[config.mk]
export PLATFORM = sky130hd
export DESIGN_NAME = wb_bus_arbiter
export DESIGN_NICKNAME = d
export VERILOG_FILES = /design/src/rtl/wb_bus_arbiter.sv
export SDC_FILE = /design/constraint.sdc
export NUM_CORES = 1
export LEC_CHECK = 0
export CAP_MARGIN = 10
export CORE_MARGIN = 2
export CORE_UTILIZATION = 34
export DETAILED_ROUTE_END_ITERATION = 10
export GPL_TIMING_DRIVEN = 0
export MAX_ROUTING_LAYER = met4
export PLACE_DENSITY = 0.82
export REMOVE_ABC_BUFFERS = 1
export SLEW_MARGIN = 15
export SYNTH_ARGS = -nofsm -noshare
export SYNTH_HDL_FRONTEND = slang
export SYNTH_SLANG_ARGS = --single-unit
[constraint.sdc]
create_clock -name clk_i -period 3.5 [get_ports clk_i]
set_input_delay 0.525 -clock clk_i [delete_from_list [all_inputs] [get_ports clk_i]]
set_output_delay 0.525 -clock clk_i [all_outputs]
set_load 0.02 [all_outputs]
[src/rtl/wb_bus_arbiter.sv]
// Round-robin Wishbone arbiter: NUM_M masters share one slave bus.
// The grant is held for the owner's whole CYC cycle. A watchdog aborts
// stalled strobes with a one-cycle error pulse so no master can hang the bus.
module wb_bus_arbiter #(
  parameter int unsigned WORD    = 16,
  parameter int unsigned NUM_M   = 3,
  parameter int unsigned TIMEOUT = 255,
  localparam int unsigned AW     = WORD - (WORD / 8) + 1
) (
  input  logic                  clk_i,
  input  logic                  rst_i,
  input  logic [NUM_M-1:0]      m_cyc_i,
  input  logic [NUM_M-1:0]      m_stb_i,
  input  logic [NUM_M-1:0]      m_we_i,
  input  logic [2*NUM_M-1:0]    m_sel_i,
  input  logic [NUM_M*AW-1:0]   m_adr_i,
  input  logic [NUM_M*WORD-1:0] m_dat_i,
  output logic [NUM_M-1:0]      m_ack_o,
  output logic [NUM_M-1:0]      m_err_o,
  output logic [WORD-1:0]       m_dat_o,
  output logic [NUM_M-1:0]      gnt_o,
  output logic                  s_cyc_o,
  output logic                  s_stb_o,
  output logic                  s_we_o,
  output logic [1:0]            s_sel_o,
  output logic [AW-1:0]         s_adr_o,
  output logic [WORD-1:0]       s_dat_o,
  input  logic                  s_ack_i,
  input  logic [WORD-1:0]       s_dat_i
);

  localparam int unsigned LW = (NUM_M > 1) ? $clog2(NUM_M) : 1;

  typedef enum logic [1:0] {
    IDLE  = 2'd0,
    BUSY  = 2'd1,
    ABORT = 2'd2
  } state_t;

  state_t          state, state_nxt;
  logic [NUM_M-1:0] gnt, gnt_nxt;
  // In BUSY/ABORT, last is also the index of the current owner.
  logic [LW-1:0]   last, last_nxt;
  logic [15:0]     wdog, wdog_nxt;

  logic            busy;
  logic            own_cyc;
  logic            own_stb;
  logic            timeout;

  assign gnt_o   = gnt;
  assign m_dat_o = s_dat_i;

  // State, grant, round-robin pointer and watchdog registers.
  always_ff @(posedge clk_i or negedge rst_i) begin
    if (!rst_i) begin
      state <= IDLE;
      gnt   <= '0;
      last  <= LW'(NUM_M - 1);
      wdog  <= '0;
    end else begin
      state <= state_nxt;
      gnt   <= gnt_nxt;
      last  <= last_nxt;
      wdog  <= wdog_nxt;
    end
  end

  // Slave-side mux and master-side ack/err from the current owner.
  always_comb begin
    busy    = (state == BUSY);
    own_cyc = m_cyc_i[last];
    own_stb = m_stb_i[last];
    s_cyc_o = 1'b0;
    s_stb_o = 1'b0;
    s_we_o  = 1'b0;
    s_sel_o = '0;
    s_adr_o = '0;
    s_dat_o = '0;
    m_ack_o = '0;
    m_err_o = '0;
    // Ack takes priority over a timeout landing in the same cycle.
    timeout = busy && own_cyc && own_stb && !s_ack_i &&
              (wdog == 16'(TIMEOUT - 1));
    if (busy) begin
      s_cyc_o = own_cyc;
      s_stb_o = own_stb;
      s_we_o  = m_we_i[last];
      s_sel_o = m_sel_i[2*last +: 2];
      s_adr_o = m_adr_i[last*AW +: AW];
      s_dat_o = m_dat_i[last*WORD +: WORD];
      // Gating with CYC means a master that has let go never sees a late ack.
      m_ack_o[last] = own_cyc && own_stb && s_ack_i;
      m_err_o[last] = timeout;
    end
  end

  // Next-state: arbitration in IDLE, release/timeout in BUSY, drain in ABORT.
  always_comb begin
    state_nxt = state;
    gnt_nxt   = gnt;
    last_nxt  = last;
    wdog_nxt  = '0;
    case (state)
      IDLE: begin
        if (|m_cyc_i) begin
          for (int unsigned i = NUM_M; i >= 1; i--) begin
            // Descending scan: the last hit is the nearest requester after `last`.
            if (m_cyc_i[(32'(last) + i) % NUM_M]) begin
              last_nxt = LW'((32'(last) + i) % NUM_M);
            end
          end
          gnt_nxt = '0;
          gnt_nxt[last_nxt] = 1'b1;
          state_nxt = BUSY;
        end
      end
      BUSY: begin
        if (!own_cyc) begin
          gnt_nxt   = '0;
          state_nxt = IDLE;
        end else if (timeout) begin
          gnt_nxt   = '0;
          state_nxt = ABORT;
        end else if (own_stb && !s_ack_i) begin
          wdog_nxt = wdog + 16'd1;
        end
      end
      ABORT: begin
        gnt_nxt = '0;
        if (!own_cyc) begin
          state_nxt = IDLE;
        end
      end
      default: begin
        gnt_nxt   = '0;
        state_nxt = IDLE;
      end
    endcase
  end

endmodule

==> summary by stage <==
Run status
The run finished with clean final reports.

Yosys
The async set-or-reset flop fraction in the synthesized netlist is 100%. The main flop type after synthesis is dfrtp_1. Counting flops and latches in the post-synthesis netlist gives 23. Synthesis handed over a netlist of 332 instances. The Yosys step of the flow raised 0 warnings. Summing the sequential cell areas from Yosys gives 24.2% of the chip area. The synthesized design contains 0 enable-type register cells. After synthesis, the netlist uses 44 different library cells. The mean instance size in the synthesized netlist is ~7 um2. The mapped netlist covers 2380 um2.

Finish
The final core utilization is 59.5%. The finished layout holds ~560 standard cells, fillers aside. The post-route cell area is 4040 um2. The final net count is ~600. The number of inserted diodes is 0. In the final layout, the share of cells above drive strength 1 is around 4.3%. The synthesis-to-layout area growth is 69.6%. The layout filler cell count is ~610.

STA
The time the final worst path needs with I/O delays and setup is 3.29 ns. Setup repair after global routing left no endpoint under its margin. The headroom to the max-slew limit is a little under a third. Setup violations remaining at the end of the flow were counted as 0. The number of hold violations in the final report is 0. The clock skew after layout is ~0.0072 ns. The max-slew violation count is 0. The measured slew at the worst slew-check pin is slightly above 1 ns. The worst path uses about 94% of the clock period. Static timing analysis puts the maximum clock frequency at approximately 0.30 GHz.

GRT
The number of antenna violations at the first check in global routing is 0. The number of global-route vias before repair is roughly 2600. The total congestion overflow after global routing is 0.

Entering global routing, the biggest net connects about 40 pins. The overall global routing resource usage is between 20% and 30%. The first global-routing pass estimated 12500 um of wire.

Clock tree
The clock insertion delay at the later pin of the skew report is between 0.2 and 0.3 ns. The tree is rooted in a clkbuf_8. In this run, post-CTS hold repair placed 0 buffers. The clock tree from TritonCTS is done. In this run, CTS created clock tree buffers numbering 3.

Clock tree synthesis found a total of 23 sinks. In this run the number of H-tree levels came out at 1. The number of buffers between clock root and the deepest sink is 2. The clock-pin transition on the worst setup and hold timing paths is about 0.080 ns.

Drt
The number of vias per cell after detailed routing is around 5. Wires add up to between 8000 and 9000 um. In this run the remaining antenna-violating nets after routing total 0. The final route contains about 2800 vias.

The first-pass iteration count of the detailed router is 4. After detailed routing, the number of remaining DRC violations is 0. The detailed-route wire length per cell is ~16 um.

In this run, the number of DRC markers left after iteration 0 of detailed routing was a little over 100.

Placement
In this run the tool buffered the top-level ports with 155 buffer cells. The congestion estimate from routability-driven global placement came to roughly 0.77. Once detailed placement completed, the half-perimeter wirelength came to approximately 6300 um. The number of placed instances, taps included is approximately 550.

The instance area at placement is 3890 um2.

Pwr
The overall power is between 2000 and 3000 uW. The leakage dissipation is 0.00159 uW. The total power per unit cell area is around 660 nW/um2.

IR analysis of the VDD net gives a maximum drop of about 0.00033 V.

Floorplanning
The floorplan has 30 rows. For this configuration, the core starts out at a cell density of between 30% and 40%. The die covers 7700 um2. Measured along the y axis, the die boundary spans 87.7 um. The chip width is between 80 and 90 um. The standard cell core area is ~6800 um2. approximately 190 I/O pins were placed.

Worst setup path
The endpoint class of the critical path is an output port. The critical path goes through clkdlybuf4s50_1 -> nand2_1 -> o22a_1 -> nor2_2 -> nand2_1 -> nor4_1 -> clkdlybuf4s50_1. The arrival time of the worst setup path is 2.77 ns. Among all stages on the critical path, the largest delay is contributed by clkdlybuf4s50_1. The category of cells accounting for the largest share of critical-path delay is buffers and inverters. The kind of critical path is in2out. The element type at the critical path start is a primary input. The maximum net fanout on the critical path is 9. On the worst path, the slowest cell contributes a delay of roughly 0.67 ns.

The required time reported for the critical path endpoint is 2.97 ns. Together, buffers and inverters on the worst path number 2.

Min path
In this run the worst hold path is classified as reg2reg.

Run
The count of max-cap constraint violations is 0.
synthesized netlist by cell type (all sizes together) (2+ instances only):
library cell / count / share of area, %
nor2b: 5 / 1.3
nand4: 4 / 1.0
inv: 6 / 0.94
nand3: 3 / 0.63
nor4: 2 / 0.79
mux2i: 35 / 15
or3: 2 / 0.52
nor3: 7 / 1.7
nand2b: 3 / 0.79
nor2: 95 / 15
xor2: 9 / 3.3
dfrtp: 22 / 23
ha: 6 / 3.1
buf: 25 / 6.9
and3: 2 / 0.52
a21oi: 40 / 8.4
clkbuf: 10 / 1.6
and4: 2 / 0.74
xnor2: 5 / 1.8
o21ai: 8 / 1.7
and2: 2 / 0.52
mux2: 3 / 1.4
nand2: 20 / 3.1
metrics by stage:
| step | hold WS (ns) | worst slack [ns] | setup TNS, ns |
|---|---|---|---|
| 6_report | 0.488 | 0.205 | 0 |
| 5_1_grt | 0.510 | 0.0316 | 0 |
| 4_1_cts | 0.493 | 0.0809 | 0 |
| 3_5_place_dp | 0.473 | -0.0760 | -1.26 |
| 3_3_place_gp | 0.470 | -1.84 | -62.41 |
| 2_1_floorplan | 0.229 | 0.0734 | 0 |
cell families after synthesis:
kind of cell,Yosys count,share of synthesized area [%]
muxes,38,16.1
AOI/OAI and AO/OA,59,13.9
xor gates and xnor gates,14,5.14
adders and majority gates,6,3.15
buffers and inverters,42,9.61
DFF,23,24.2
and+or+nand+nor,150,27.9
layer usage:
metal	GRT usage, %	share of wire, %	wire, um	up-vias
met5	-	0	0	-
met4	4.34	1.5	130	0
met3	5.18	6.8	597	13
met2	35.7	52	4560	124
met1	25.4	40	3490	1283
li1	-	-	-	1364
report_power, final:
group / switching (uW) / total (uW) / internal [uW]
Clock: 88.8 / 169 / 79.8
Sequential: 135 / 447 / 312
Combinational: 1060 / 2040 / 977
repair_timing:
item | in CTS | in global routing
endpoints found under the setup margin | 35 | 33
resized for setup | 2 | 0
pin swaps | 1 | 2
setup buffers | 1 | 3
cloned | 1 | 0
path summary, 6_finish.rpt:
check / cells past startpoint / startpoint / to / slack, ns
setup reg to reg: 8 / last[0] / last[0] / 0.55
max in group asynchronous: 1 / rst_i / last[0] / 1.94
setup / recovery: 7 / m_cyc_i[1] / m_err_o[2] / 0.21
hold reg to reg: 2 / gnt_o[1] / gnt_o[1] / 0.49
hold / removal: 2 / gnt_o[1] / gnt_o[1] / 0.49
min in group asynchronous: 1 / rst_i / wdog[7] / 0.81
worst reg2reg max path, delay by kind of cell (launching register included):
family                   cells  cell delay (ns)
buffers and inverters        1             0.47
AND/OR/NAND/NOR              2             0.31
flip-flops                   1             0.73
AO/OA/AOI/OAI                4             0.77
adder cells (fa/ha/maj)      1             0.54
area by class of cell:
type                            count  area [um2]  share of cell area [%]
Timing Repair Buffer              160        1670                    41.2
Multi-Input combinational cell    268        1600                    39.6
Sequential cell                    23         584                    14.5
Tap cell                           96         120                    2.97
Clock buffer                        3        41.3                    1.02
Inverter                            7        26.3                   0.650
Clock inverter                      1        5.00                   0.124
sequential cells by signal, indices dropped and copies added (netlist names):
signal	cells
last	2
gnt_o	3
state	2
wdog	16
placed cells by master (no fill, tap or decap), types with 2 or more instances in the layout:
cell type / netlist / layout
nor2_4: 0 / 2
mux2i_1: 35 / 35
mux2_2: 3 / 3
ha_1: 6 / 6
nand4_1: 4 / 4
inv_1: 6 / 6
clkbuf_8: 0 / 3
nor3_1: 6 / 6
clkdlybuf4s50_1: 0 / 155
nand3_1: 3 / 3
xor2_1: 9 / 9
dfrtp_1: 22 / 21
and4_1: 2 / 2
nand2b_1: 3 / 2
nor2_1: 94 / 93
and2_1: 2 / 2
xnor2_1: 5 / 5
nor2b_1: 5 / 5
and3_1: 2 / 2
nand2_1: 20 / 20
a21oi_1: 40 / 40
or3_1: 2 / 2
buf_16: 0 / 2
o21ai_0: 8 / 8
buf_12: 0 / 3
No activity file was read; power rests on OpenSTA's default activity.
